**src/rtl/carregador_programa.sv**
```systemverilog
// Program loader: receives a 16-bit word count followed by MSB-first byte
// quadruples and issues one memory write per assembled 32-bit word.
module carregador_programa #(
  parameter int BASE    = 0,
  parameter int DEPTH   = 128,
  parameter int TIMEOUT = 1023
) (
  input  logic        clock,
  input  logic        reset,
  input  logic        start,
  input  logic [7:0]  byte_in,
  input  logic        byte_valid,
  output logic        byte_ready,
  output logic [31:0] dado,
  output logic [9:0]  endereco,
  output logic        write,
  output logic        busy,
  output logic        done,
  output logic        erro
);

  localparam int              TW        = (TIMEOUT < 2) ? 1 : $clog2(TIMEOUT + 1);
  localparam logic [9:0]      BASE_ADDR = 10'(BASE);
  localparam logic [TW-1:0]   TO_LAST   = TW'(TIMEOUT - 1);

  typedef enum logic [2:0] {IDLE, CNT_HI, CNT_LO, BYTES, WRITE, FIM, ERRO} state_t;

  state_t        r_state, w_next;
  logic [7:0]    r_cnt_hi;
  logic [15:0]   r_n;
  logic [15:0]   r_k;
  logic [1:0]    r_idx;
  logic [31:0]   r_word;
  logic [9:0]    r_end;
  logic [TW-1:0] r_to;
  logic          r_erro;

  logic          w_acc;
  logic          w_timeout;
  logic [15:0]   w_n;
  logic          w_bad_n;
  logic [15:0]   w_k_inc;

  assign w_acc     = byte_valid && byte_ready;
  assign w_timeout = !w_acc && (r_to == TO_LAST);
  assign w_n       = {r_cnt_hi, byte_in};
  assign w_bad_n   = (w_n == '0) || ((32'(BASE) + {16'b0, w_n}) > 32'(DEPTH));
  assign w_k_inc   = r_k + 16'd1;

  always_ff @(posedge clock or negedge reset) begin
    if (!reset) r_state <= IDLE;
    else        r_state <= w_next;
  end

  always_comb begin
    w_next = r_state;
    case (r_state)
      IDLE:    if (start) w_next = CNT_HI;
      CNT_HI:  if (w_acc) w_next = CNT_LO;
               else if (w_timeout) w_next = ERRO;
      CNT_LO:  if (w_acc) w_next = w_bad_n ? ERRO : BYTES;
               else if (w_timeout) w_next = ERRO;
      BYTES:   if (w_acc && (r_idx == 2'd3)) w_next = WRITE;
               else if (w_timeout) w_next = ERRO;
      WRITE:   w_next = (w_k_inc == r_n) ? FIM : BYTES;
      FIM:     w_next = IDLE;
      ERRO:    w_next = IDLE;
      default: w_next = IDLE;
    endcase
  end

  always_comb begin
    byte_ready = 1'b0;
    write      = 1'b0;
    done       = 1'b0;
    busy       = (r_state != IDLE);
    case (r_state)
      CNT_HI, CNT_LO, BYTES: byte_ready = 1'b1;
      WRITE:                 write      = 1'b1;
      FIM:                   done       = 1'b1;
      default:               ;
    endcase
  end

  // The address is held on the final word so it never passes BASE+N-1.
  always_ff @(posedge clock or negedge reset) begin
    if (!reset) begin
      r_cnt_hi <= '0;
      r_n      <= '0;
      r_k      <= '0;
      r_idx    <= '0;
      r_word   <= '0;
      r_end    <= BASE_ADDR;
      r_to     <= '0;
      r_erro   <= 1'b0;
    end else begin
      case (r_state)
        IDLE: if (start) begin
          r_erro <= 1'b0;
          r_k    <= '0;
          r_idx  <= '0;
          r_to   <= '0;
          r_end  <= BASE_ADDR;
        end
        CNT_HI, CNT_LO, BYTES: begin
          r_to <= w_acc ? '0 : r_to + 1'b1;
          if (w_acc) begin
            if (r_state == CNT_HI) r_cnt_hi <= byte_in;
            if (r_state == CNT_LO) r_n      <= w_n;
            if (r_state == BYTES) begin
              r_word <= {r_word[23:0], byte_in};
              r_idx  <= r_idx + 2'd1;
            end
          end
        end
        WRITE: begin
          r_k <= w_k_inc;
          if (w_k_inc != r_n) r_end <= r_end + 10'd1;
        end
        default: ;
      endcase
      if (w_next == ERRO) r_erro <= 1'b1;
    end
  end

  assign dado     = r_word;
  assign endereco = r_end;
  assign erro     = r_erro;

endmodule

```
**config.mk**
```make
export PLATFORM = sky130hd
export DESIGN_NAME = carregador_programa
export DESIGN_NICKNAME = d
export VERILOG_FILES = /design/src/rtl/carregador_programa.sv
export SDC_FILE = /design/constraint.sdc
export NUM_CORES = 1
export LEC_CHECK = 0
export ABC_AREA = 1
export CAP_MARGIN = 5
export CELL_PAD_IN_SITES_DETAIL_PLACEMENT = 1
export CELL_PAD_IN_SITES_GLOBAL_PLACEMENT = 2
export CORE_MARGIN = 2
export CORE_UTILIZATION = 37
export CTS_CLUSTER_SIZE = 24
export DETAILED_ROUTE_END_ITERATION = 6
export PLACE_DENSITY = 0.9
export SKIP_CTS_REPAIR_TIMING = 1
export SYNTH_ARGS = -nofsm -noshare
export SYNTH_HDL_FRONTEND = slang
export SYNTH_SLANG_ARGS = --single-unit
```
**constraint.sdc**
```tcl
create_clock -name clock -period 4.16 [get_ports clock]
set_clock_uncertainty 0.2 [all_clocks]
set_input_delay 0.832 -clock clock [delete_from_list [all_inputs] [get_ports clock]]
set_output_delay 0.832 -clock clock [all_outputs]
set_load 0.1 [all_outputs]
```
==> results of run 1 <==
[routing by layer]
| metal | vias up | track usage |
|---|---|---|
| met4 | 0 | 0.0574 |
| met3 | 12 | 0.0451 |
| met1 | 2011 | 0.235 |
| li1 | 2044 | - |
| met5 | - | 0 |
| met2 | 66 | 0.318 |
[area by class of cell]
cell class / instances / area (um2)
clock inverter: 7 / 51.3
fill: 1568 / 7220
inverter: 76 / 285
tap: 176 / 220
sequential: 98 / 2450
timing repair buffer: 62 / 601
multi-input combinational: 408 / 2240
clock buffer: 9 / 225
[worst max path at each step]
stage               startpoint         end  slack, ns
floorplan           r_state[2]        done       0.49
global placement         start  r_state[0]       1.30
detailed placement  r_state[0]        busy       1.24
CTS                 r_state[0]        busy       0.83
global route        r_state[0]        busy       0.77
finish              r_state[0]        busy       0.86
[metrics by stage]
| stage | power, mW | setup WS (ns) |
|---|---|---|
| 2_1_floorplan | 3.29 | 0.489 |
| 3_3_place_gp | 3.83 | 1.30 |
| 3_5_place_dp | 3.91 | 1.24 |
| 4_1_cts | 4.73 | 0.827 |
| 5_1_grt | 4.93 | 0.770 |
| 6_report | 4.67 | 0.865 |
[critical path: stages (launching register included)]
cell	delay, ns
dfrtp_1	0.42
nor2_1	0.24
inv_2	0.10
nor2_4	0.13
inv_1	0.05
clkdlybuf4s50_1	0.97
[sequential cells by signal, summed over array words and instances (netlist names)]
register  count
r_k          16
dado         32
erro          1
endereco     10
r_state       3
r_to         10
r_cnt_hi      8
r_idx         2
r_n          16
[where the power goes]
part / switching, mW / internal, mW / total (mW)
Clock: 0.382 / 0.410 / 0.792
Combinational: 1.84 / 0.590 / 2.43
Sequential: 0.222 / 1.23 / 1.45
[logic make-up (layout without fill, tap and decap cells)]
kind of cell	Yosys count	after routing	synth area share
xor gates and xnor gates	12	12	0.0238
and+or+nand+nor	291	291	0.276
adders and majority gates	5	5	0.0124
buffers and inverters	89	154	0.0708
muxes	23	23	0.0510
DFF	98	98	0.485
AOI/OAI and AO/OA	77	77	0.0807
[placed cells by master (no fill, tap or decap), drive strengths merged, types with 3 or more instances in the layout]
| cell | netlist | final |
|---|---|---|
| clkbuf | 6 | 9 |
| a21oi | 11 | 11 |
| xor2 | 7 | 7 |
| buf | 7 | 8 |
| nand3b | 5 | 5 |
| clkinv | 1 | 3 |
| inv | 75 | 78 |
| nand2 | 159 | 159 |
| o22ai | 11 | 11 |
| xnor2 | 4 | 4 |
| nor2 | 58 | 58 |
| dfrtp | 98 | 98 |
| clkdlybuf4s50 | 0 | 54 |
| nand4 | 12 | 12 |
| mux2 | 22 | 22 |
| nand3 | 44 | 44 |
| ha | 5 | 5 |
| nor3 | 7 | 7 |
| o21ai | 51 | 51 |
| nor3b | 3 | 3 |
==> qor.txt, run 1 <==
count of pins on the block boundary: 59
antenna violations before repair: 0
first-pass GRT wire length: 21.6 mm
fraction of the yosys area taken by sequential cells: 0.485
count of unique library cells instantiated by Yosys: 36
clock sink count: 98
Syn Area/Cell: 8.50 um2
CTS tree: yes
die boundary width: 121 um
cell depth of the worst flop-to-flop path: 14
number of global-route vias before repair: 4424
WHS: 0.288 ns
class of the tightest hold or removal check: reg2reg
cell with the most instances after synthesis: nand2_1
Pwr Density: 768 mW/mm2
met3 routed WL: 506 um
post-route met1 wirelength: 5.88 mm
Endpoint, Worst Hold: r_cnt_hi[0]
maximum operating frequency: 0.303 GHz
Hold Violations, Final: 0
beginning of the worst register-to-register path: r_k[0]
worst reg2reg endpoint: endereco[8]
share of async-settable or async-resettable flops after synthesis: 1.00
die area: 0.0146 mm2
flop-to-flop setup slack: 1.47 ns
post-DP HPWL: 9.33 mm
Yosys top cell by area: dfrtp_1
Clk Latency, worst-skew pair: 0.35 ns
Most used DFF post-synth: dfrtp_1
commonest cells in the synthesized netlist: 151 x nand2_1, 98 x dfrtp_1, 74 x inv_1
final instance area: 0.00608 mm2
Top Metal Used: met4
final clock period utilization by the worst path: 0.792
global-route congestion overflow total: 0
number of register bits inferred by synthesis: 98
leakage: 2.78 nW
run status: completed
unrepaired setup endpoints after global routing: no
Startpoint Class: flop
setup violators final: 0
Crit path required time: 3.13 ns
cell chosen for the clock root: clkbuf_16
time the worst path needs with I/O delays and setup: 3.30 ns
layout cells sized above 1: 0.129
number of enable-type register cells in the synthesized netlist: 0
Critical Path Sink Type: primary output
core area: 0.0133 mm2
vias per inst: 4.94
DRC Markers: 0
Num CTS Buffers: 9
starting utilization of the core area: 0.380
routed len/inst: 15.3 um
met2 WL: 6.20 mm
instance count along the most critical hold path: 2
total number of vias: 4133
drt first pass iters: 4
Max Buffers Root-to-Sink: 2
actual slew at the worst max-slew pin: 1.01 ns
standard cell area after detailed placement: 0.00580 mm2
setup total negative slack: 0 ns
final cell utilization of the core: 0.457
cell types with the largest area share after synthesis: dfrtp_1 49%, nand2_1 11%, inv_1 5.5%, mux2_2 4.9%, o21ai_0 4.9%
top cell type's share of synthesized area: 0.485
number of inserted diodes: 0
total number of nets in the final design: 672
relative max-transition margin: 0.325
hold path start: r_cnt_hi[0]
area delta synth->final: 20.3%
largest fanout on the critical path: 5
PortBufs: 58
placer's final routability congestion estimate: 0.791
Cell Count Post-Placement: 820
vertical extent of the die: 121 um
count of max-cap constraint violations: 0
number of max-slew violations in the final report: 0
syn_nets: 612
sum of routed wire length over all layers: 12.8 mm
worst endpoint data arrival time: 2.26 ns
gate count of the mapped netlist: 595
Yosys warning total: 0
total number of H-tree levels: 3
number of nets still failing antenna checks after routing: 0
worst voltage drop across the vdd grid: 681 uV
Overall Global Routing Usage: 0.187
Final Instance Count excl. Fillers: 836
post-synth design cell area: 0.00505 mm2
critical path class: reg2out
violation count after the first detailed-routing iteration: 204
Clk pin slew, worst setup/hold paths: 0.07 ns
number of rows in the core area: 42
maximum number of pins on one net before global-route repair: 66
No activity file was read; power rests on OpenSTA's default activity.
==> run 2: changes to the inputs <==
--- a/config.mk
+++ b/config.mk
@@ -10,10 +10,10 @@
 export CELL_PAD_IN_SITES_DETAIL_PLACEMENT = 1
 export CELL_PAD_IN_SITES_GLOBAL_PLACEMENT = 2
 export CORE_MARGIN = 2
-export CORE_UTILIZATION = 37
+export CORE_UTILIZATION = 31
 export CTS_CLUSTER_SIZE = 24
 export DETAILED_ROUTE_END_ITERATION = 6
-export PLACE_DENSITY = 0.9
+export PLACE_DENSITY = 0.81
 export SKIP_CTS_REPAIR_TIMING = 1
 export SYNTH_ARGS = -nofsm -noshare
 export SYNTH_HDL_FRONTEND = slang
==> constraint.sdc (replaced) <==
create_clock -name clock -period 2.7 [get_ports clock]
set_clock_uncertainty 0.2 [all_clocks]
set_input_delay 0.54 -clock clock [delete_from_list [all_inputs] [get_ports clock]]
set_output_delay 0.54 -clock clock [all_outputs]
set_load 0.1 [all_outputs]
==> run 2 against run 1 <==
Net effect: cell count rose by 5.6%; highest routed layer unchanged; sequential share of layout area down 0.62 points; register-to-register slack got worse by 1.2 ns; core utilization fell by 6.8 points.
==> qor.txt, run 2 (synthesis results as in run 1) <==
largest fanout on the critical path: 9
count of max-cap constraint violations: 0
violation count after the first detailed-routing iteration: 203
worst endpoint data arrival time: 1.76 ns
Clk Latency, worst-skew pair: 0.35 ns
layout cells sized above 1: 0.207
first-pass GRT wire length: 22.1 mm
core area: 0.0159 mm2
Clk pin slew, worst setup/hold paths: 0.07 ns
total number of H-tree levels: 3
standard cell area after detailed placement: 0.00588 mm2
CTS tree: yes
count of pins on the block boundary: 59
unrepaired setup endpoints after global routing: no
Pwr Density: 1180 mW/mm2
number of global-route vias before repair: 4456
most frequent cells in the layout: 151 x nand2_1, 97 x dfrtp_1, 74 x inv_1, 53 x buf_4, 49 x o21ai_0
number of inserted diodes: 0
Startpoint Class: flop
final clock period utilization by the worst path: 0.926
sum of routed wire length over all layers: 12.9 mm
final instance area: 0.00618 mm2
most common cell after layout, fill and taps aside: nand2_1
time the worst path needs with I/O delays and setup: 2.50 ns
worst voltage drop across the vdd grid: 1060 uV
leakage: 2.92 nW
Critical Path Sink Type: primary output
total number of vias: 4172
area delta synth->final: 22.2%
relative max-transition margin: 0.564
placer's final routability congestion estimate: 0.795
global-route congestion overflow total: 0
vias per inst: 4.72
cell chosen for the clock root: clkbuf_16
maximum number of pins on one net before global-route repair: 49
number of nets still failing antenna checks after routing: 0
setup total negative slack: 0 ns
final cell utilization of the core: 0.389
post-DP HPWL: 9.84 mm
maximum operating frequency: 0.400 GHz
antenna violations before repair: 0
Max Buffers Root-to-Sink: 2
cell depth of the worst flop-to-flop path: 14
Num CTS Buffers: 9
actual slew at the worst max-slew pin: 0.654 ns
routed len/inst: 14.6 um
number of rows in the core area: 46
die boundary width: 132 um
class of the tightest hold or removal check: in2async
number of max-slew violations in the final report: 0
critical path class: reg2out
vertical extent of the die: 132 um
PortBufs: 58
drt first pass iters: 4
total number of nets in the final design: 679
flip-flop count of the largest register after layout: 32
Overall Global Routing Usage: 0.156
DRC Markers: 0
die area: 0.0173 mm2
Hold Violations, Final: 0
setup violators final: 0
run status: completed
starting utilization of the core area: 0.318
Crit path required time: 1.96 ns
clock sink count: 98
## run 2: critical path: stages (launching register included)
cell	delay, ns
dfrtp_1	0.55
inv_1	0.17
nor2_4	0.28
buf_4	0.22
buf_12	0.18
## run 2: final cells by class
class	instances	area [um2]
clock inverters	7	65.1
fillers	1917	9710
well taps	216	270
inverters	76	285
clock buffers	9	225
flip-flops and latches	98	2450
repair buffers	69	618
multi-input cells	408	2260
## run 2: worst paths after layout
kind	startpoint	to	slack [ns]
min in group clock	erro	erro	0.28
hold reg to reg	erro	erro	0.28
hold / removal	reset	r_to[2]	0.03
setup / recovery	r_state[2]	write	0.20
setup reg to reg	r_k[0]	endereco[8]	0.30
max in group asynchronous	reset	r_k[0]	1.68
## run 2: stage by stage
stage                     power, mW  setup WS (ns)  hold WS (ns)  cells
after floorplan                5.08          0.158        0.0444    595
after global placement         5.99          0.145         0.265    867
after detailed placement       6.06          0.150         0.271    867
after CTS                      7.38          0.165        0.0434    883
after global routing           7.72         0.0468        0.0532    883
final                          7.29          0.199        0.0273    883
## run 2: per-layer routing
| layer | global-route usage | part of all wire | up-vias |
|---|---|---|---|
| met5 | 0 | 0 | - |
| met4 | 0.0380 | 0.013 | 0 |
| met3 | 0.0363 | 0.029 | 12 |
| met2 | 0.255 | 0.47 | 57 |
| met1 | 0.211 | 0.48 | 2032 |
| li1 | - | - | 2071 |
## run 2: report_power, final
| group | internal [mW] | leakage [nW] | switching [mW] | total (mW) |
|---|---|---|---|---|
| sequential | 1.89 | 1.30 | 0.345 | 2.24 |
| clock | 0.654 | 0.147 | 0.631 | 1.28 |
| combinational | 0.932 | 1.47 | 2.84 | 3.77 |
==> run 3: changes to the inputs <==
--- a/config.mk
+++ b/config.mk
@@ -11,7 +11,7 @@
 export CELL_PAD_IN_SITES_GLOBAL_PLACEMENT = 2
 export CORE_MARGIN = 2
 export CORE_UTILIZATION = 31
-export CTS_CLUSTER_SIZE = 24
+export CTS_CLUSTER_SIZE = 25
 export DETAILED_ROUTE_END_ITERATION = 6
 export PLACE_DENSITY = 0.81
 export SKIP_CTS_REPAIR_TIMING = 1
==> results of run 3 <==
Final layout, timing and power as in run 2 (identical DEF).
